==> config.mk <==
export PLATFORM = sky130hd
export DESIGN_NAME = wallace_mult_seq_8
export DESIGN_NICKNAME = d
export VERILOG_FILES = /design/src/rtl/wallace_mult_pkg.sv /design/src/rtl/wallace_unsigned_multiplier_4.sv /design/src/rtl/wallace_mult_seq_8.sv
export SDC_FILE = /design/constraint.sdc
export NUM_CORES = 1
export LEC_CHECK = 0
export BUFFER_PORTS_ARGS = -buffer_cell sky130_fd_sc_hd__buf_2
export CORE_ASPECT_RATIO = 0.7
export CORE_MARGIN = 2
export CORE_UTILIZATION = 27
export CTS_CLUSTER_SIZE = 14
export DETAILED_ROUTE_END_ITERATION = 12
export GPL_TIMING_DRIVEN = 1
export PLACE_DENSITY = 0.53
export SYNTH_ARGS = -nofsm -noshare
export SYNTH_HDL_FRONTEND = slang
export SYNTH_HIERARCHICAL = 1
export SYNTH_SLANG_ARGS = --single-unit
==> constraint.sdc <==
create_clock -name clk -period 5.88 [get_ports clk]
set_clock_uncertainty 0.05 [all_clocks]
set_input_delay 1.176 -clock clk [delete_from_list [all_inputs] [get_ports clk]]
set_output_delay 1.176 -clock clk [all_outputs]
set_load 0.03 [all_outputs]
==> src/rtl/wallace_mult_pkg.sv <==
// Shared types and constants for the iterative 8x8 nibble multiplier.
package wallace_mult_pkg;

    typedef enum logic [1:0] {
        IDLE = 2'd0,
        MUL  = 2'd1,
        DONE = 2'd2
    } state_t;

    localparam int NIB_W = 4;
    localparam int OP_W  = 8;
    localparam int STEPS = 4;

    // Nibble-product weight: 4 * (step[0] + step[1]).
    function automatic logic [3:0] sh(input logic [1:0] step);
        return {step[0] & step[1], step[0] ^ step[1], 2'b00};
    endfunction

endpackage

==> src/rtl/wallace_unsigned_multiplier_4.sv <==
// Combinational 4x4 unsigned multiplier: four partial-product rows
// reduced by two 3:2 carry-save layers and one final adder.
module wallace_unsigned_multiplier_4 (
    input  logic [3:0] a_i,
    input  logic [3:0] b_i,
    output logic [7:0] p_o
);

    logic [7:0] r0, r1, r2, r3;
    logic [7:0] s1, c1, s2, c2;

    assign r0 = {4'b0000, a_i & {4{b_i[0]}}};
    assign r1 = {3'b000, a_i & {4{b_i[1]}}, 1'b0};
    assign r2 = {2'b00, a_i & {4{b_i[2]}}, 2'b00};
    assign r3 = {1'b0, a_i & {4{b_i[3]}}, 3'b000};

    assign s1 = r0 ^ r1 ^ r2;
    assign c1 = ((r0 & r1) | (r0 & r2) | (r1 & r2)) << 1;

    assign s2 = s1 ^ c1 ^ r3;
    assign c2 = ((s1 & c1) | (s1 & r3) | (c1 & r3)) << 1;

    assign p_o = s2 + c2;

endmodule

==> src/rtl/wallace_mult_seq_8.sv <==
// Iterative 8x8 unsigned multiplier: one 4x4 array time-shared over
// four nibble steps, with valid/ready handshakes on both sides.
module wallace_mult_seq_8
    import wallace_mult_pkg::*;
#(
    parameter bit ZERO_SKIP = 1'b1
) (
    input  logic            clk,
    input  logic            rst_n,
    input  logic            in_valid,
    output logic            in_ready,
    input  logic [OP_W-1:0] A,
    input  logic [OP_W-1:0] B,
    output logic            out_valid,
    input  logic            out_ready,
    output logic [15:0]     product,
    output logic            busy
);

    state_t          state_q, state_d;
    logic [1:0]      step_q, step_d;
    logic [OP_W-1:0] a_q, a_d;
    logic [OP_W-1:0] b_q, b_d;
    logic [15:0]     acc_q, acc_d;
    logic [15:0]     prod_q, prod_d;

    logic [NIB_W-1:0] a_nib, b_nib;
    logic [7:0]       pp;
    logic [15:0]      acc_sum;
    logic             accept;
    logic             zero_op;

    assign a_nib = step_q[0] ? a_q[7:4] : a_q[3:0];
    assign b_nib = step_q[1] ? b_q[7:4] : b_q[3:0];

    wallace_unsigned_multiplier_4 u_mul4 (
        .a_i (a_nib),
        .b_i (b_nib),
        .p_o (pp)
    );

    assign acc_sum = acc_q + ({8'h00, pp} << sh(step_q));
    assign accept  = in_valid && in_ready;
    assign zero_op = ZERO_SKIP && ((A == '0) || (B == '0));

    always_ff @(posedge clk or negedge rst_n) begin
        if (!rst_n) begin
            state_q <= IDLE;
            step_q  <= 2'd0;
            a_q     <= '0;
            b_q     <= '0;
            acc_q   <= 16'h0000;
            prod_q  <= 16'h0000;
        end else begin
            state_q <= state_d;
            step_q  <= step_d;
            a_q     <= a_d;
            b_q     <= b_d;
            acc_q   <= acc_d;
            prod_q  <= prod_d;
        end
    end

    always_comb begin
        state_d = state_q;
        step_d  = step_q;
        a_d     = a_q;
        b_d     = b_q;
        acc_d   = acc_q;
        prod_d  = prod_q;
        unique case (state_q)
            IDLE, DONE: begin
                if (accept) begin
                    a_d    = A;
                    b_d    = B;
                    acc_d  = 16'h0000;
                    step_d = 2'd0;
                    if (zero_op) begin
                        state_d = DONE;
                        prod_d  = 16'h0000;
                    end else begin
                        state_d = MUL;
                    end
                end else if (state_q == DONE && out_ready) begin
                    state_d = IDLE;
                end
            end
            MUL: begin
                acc_d  = acc_sum;
                step_d = step_q + 2'd1;
                if (step_q == 2'(STEPS - 1)) begin
                    state_d = DONE;
                    prod_d  = acc_sum;
                end
            end
            default: state_d = IDLE;
        endcase
    end

    always_comb begin
        in_ready  = (state_q == IDLE) || ((state_q == DONE) && out_ready);
        out_valid = (state_q == DONE);
        busy      = (state_q == MUL);
        product   = prod_q;
    end

endmodule

==> results.yml <==
status:
  run_status: "complete, no violations"
timing:
  setup_violations: 0
  hold_viol: 0
  period_minus_slack_ns: 4.81
  min_period_over_period_pct: 81.8
  rsz0062_at_grt: "no"
  worstMarginPinSlew_ns: 0.786
  final_max_slew_viol_count: 0
  fmax_mhz: 208
  relSlewSlack_pct: 47.5
  tns_ns: 0
setup_path:
  cp_top_family: "adder cells"
  cp-end-kind: "flip-flop"
  critical_path_class: "flip-flop to flip-flop"
  cp_slowest_cell: "fa_1"
  arrival_ns: 4.93
  cp_slowest_stage_delay_ns: 0.55
  critPathRequiredTime_ns: 6.00
  start_kind: "flip-flop"
  critPathBufInv: 3
  timing.critical_path.fanout_max: 8
  ff2ff_setup_slack_ns: 1.07
  crit_chain: "mux2_2 -> nand2_1 -> fa_1 -> inv_1 -> fa_1 -> ha_1 -> inv_1 -> fa_1 -> inv_1 -> mux2i_1 -> nor2_1 -> ha_1 -> a21o_1 -> o21bai_2 -> a41oi_2 -> o21ai_1 -> xor2_1 -> o21ai_0"
detailed_routing:
  remaining_drc_errors: 0
  wire_per_inst_um: 15.3
  vias: 2711
  vias_per_cell: 4.92
  final_antenna_net_count: 0
  dr.first_iter.drc_count: 141
  drtPass1Iterations: 4
  wirelength_um: 8400
yosys:
  synth_nets: 404
  syn_inst: 353
  ys_async_sr_fraction_pct: 100
  avgSynthCellArea_um2: 9.81
  synth_top_cell_area_share_pct: 37.6
  synth_warnings: 6
  yosysUniqueCellTypes: 53
  synth_largest_area_cell: "dfrtp_1"
  synth_top_cells_by_area: "dfrtp_1 (38%), ha_1 (8.7%), mux2_2 (8.1%)"
  synth_edf_count: 0
  synth_seq_cells: 52
  synth-seq-area-share_pct: 37.6
  ys.flop_type: "dfrtp_1"
  syn_area_mm2: 0.00346
finish:
  nets: 439
  areaGrowthSynthToFinish_pct: 14.2
  layout_commonest_cell: "nand2_1"
  final_cell_mix: "nand2_1 (56), dfrtp_1 (52), buf_2 (38), mux2_2 (25), ha_1 (24)"
  n_fill_cell: 1298
  drive_above_1_share_pct: 21.3
  diodes: 0
  fin_cells: 551
clock_tree:
  numCtsBuffers: 5
  cts_hold_buf: 0
  h-tree-depth: 2
  post_cts_buffers: 0
  cts.clk_slew.worst_paths_ns: 0.08
  clock_path_buffers: 2
  root_buffer: "clkbuf_16"
  cts_resized: 0
  cts_tree: "built"
  cts_sinks: 52
  clk_latency_ns: 0.31
die:
  rows: 34
  initial_core_util_pct: 27.8
  die-area_mm2: 0.0138
  ioPinCount: 39
  dieWidth_um: 139
  core_mm2: 0.0125
  die_h_um: 98.7
job:
  drv_cap: 0
placement:
  place_hpwl_um: 6250
  gp_congestion: 0.911
  numPortBuffers: 38
  place_inst: 543
global_route:
  antenna_found_initial: 0
  grt_max_degree: 53
  grt_usage_pct: 12.5
  grt_overflow_total: 0
  grt_first_pass_wirelength_um: 13900
  grt_pass1_vias: 2787
min_path:
  hold_path_class: "flip-flop to flip-flop"
## routing by layer
layer	vias up	part of all wire (%)	GRT usage [%]
met3	12	4.4	3.16
met5	-	0	0
met1	1329	50	17.3
li1	1322	-	-
met4	0	1.5	4.12
met2	48	44	19.1
## path summary, 6_finish.rpt
kind                                          from                       to  cells past startpoint
max                          step_q[0]$_DFFE_PN0P_  product[15]$_DFFE_PN0P_                     18
min                        product[13]$_DFFE_PN0P_  product[13]$_DFFE_PN0P_                      2
max reg2reg                  step_q[0]$_DFFE_PN0P_  product[15]$_DFFE_PN0P_                     18
min reg2reg                product[13]$_DFFE_PN0P_  product[13]$_DFFE_PN0P_                      2
max in group asynchronous                    rst_n       b_q[5]$_DFFE_PN0P_                      2
min in group asynchronous                    rst_n   product[8]$_DFFE_PN0P_                      2
## tightest hold or removal path: cells and delay by family (launching register included)
family        cells  cell delay [ns]
flops             1             0.34
simple gates      2             0.10
## cell families (layout without fill, tap and decap cells)
logic type	count (synthesis)	count (layout)	synth area share (%)
compound gates	76	76	15.4
mux	30	30	9.58
buf+inv	26	62	3.47
fa+ha+maj	31	31	12.7
simple gates	125	125	17.9
xor+xnor	13	13	3.29
flops	52	52	37.6
## layout make-up
type | instances | area (µm²) | area share, %
multi-input cells | 275 | 2040 | 51.6
flip-flops and latches | 52 | 1300 | 32.9
repair buffers | 40 | 205 | 5.19
well taps | 162 | 203 | 5.13
clock buffers | 5 | 125 | 3.17
inverters | 14 | 52.6 | 1.33
clock inverters | 3 | 25.0 | 0.633
## sequential cells by signal, summed over array words and instances, names as in the netlist
signal / count
a_q: 8
step_q: 2
acc_q: 16
product: 16
b_q: 8
state_q: 2
## cells in the mapped netlist (6+ instances only)
| library cell | count |
|---|---|
| nor2b_1 | 9 |
| inv_1 | 13 |
| ha_1 | 24 |
| dfrtp_1 | 52 |
| xnor2_1 | 8 |
| fa_1 | 7 |
| nor2_1 | 12 |
| a22o_1 | 8 |
| and2_1 | 14 |
| mux2_2 | 25 |
| nand2_1 | 56 |
| a21oi_1 | 15 |
| nand3_1 | 6 |
| o21ai_0 | 16 |
## per-stage QoR
stage / hold WS (ns) / utilization (%) / setup WS (ns) / area [µm²]
floorplan: 0.402 / - / 1.56 / 3460
global placement: 0.412 / 30.5 / 1.21 / 3800
detailed placement: 0.419 / 30.5 / 1.10 / 3800
CTS: 0.438 / 31.7 / 1.06 / 3950
global route: 0.460 / 31.7 / 0.794 / 3950
finish: 0.428 / 31.7 / 1.07 / 3950
Power is not shown: default switching activity piles up to over one toggle a cycle in this logic, so the estimate is an artifact.
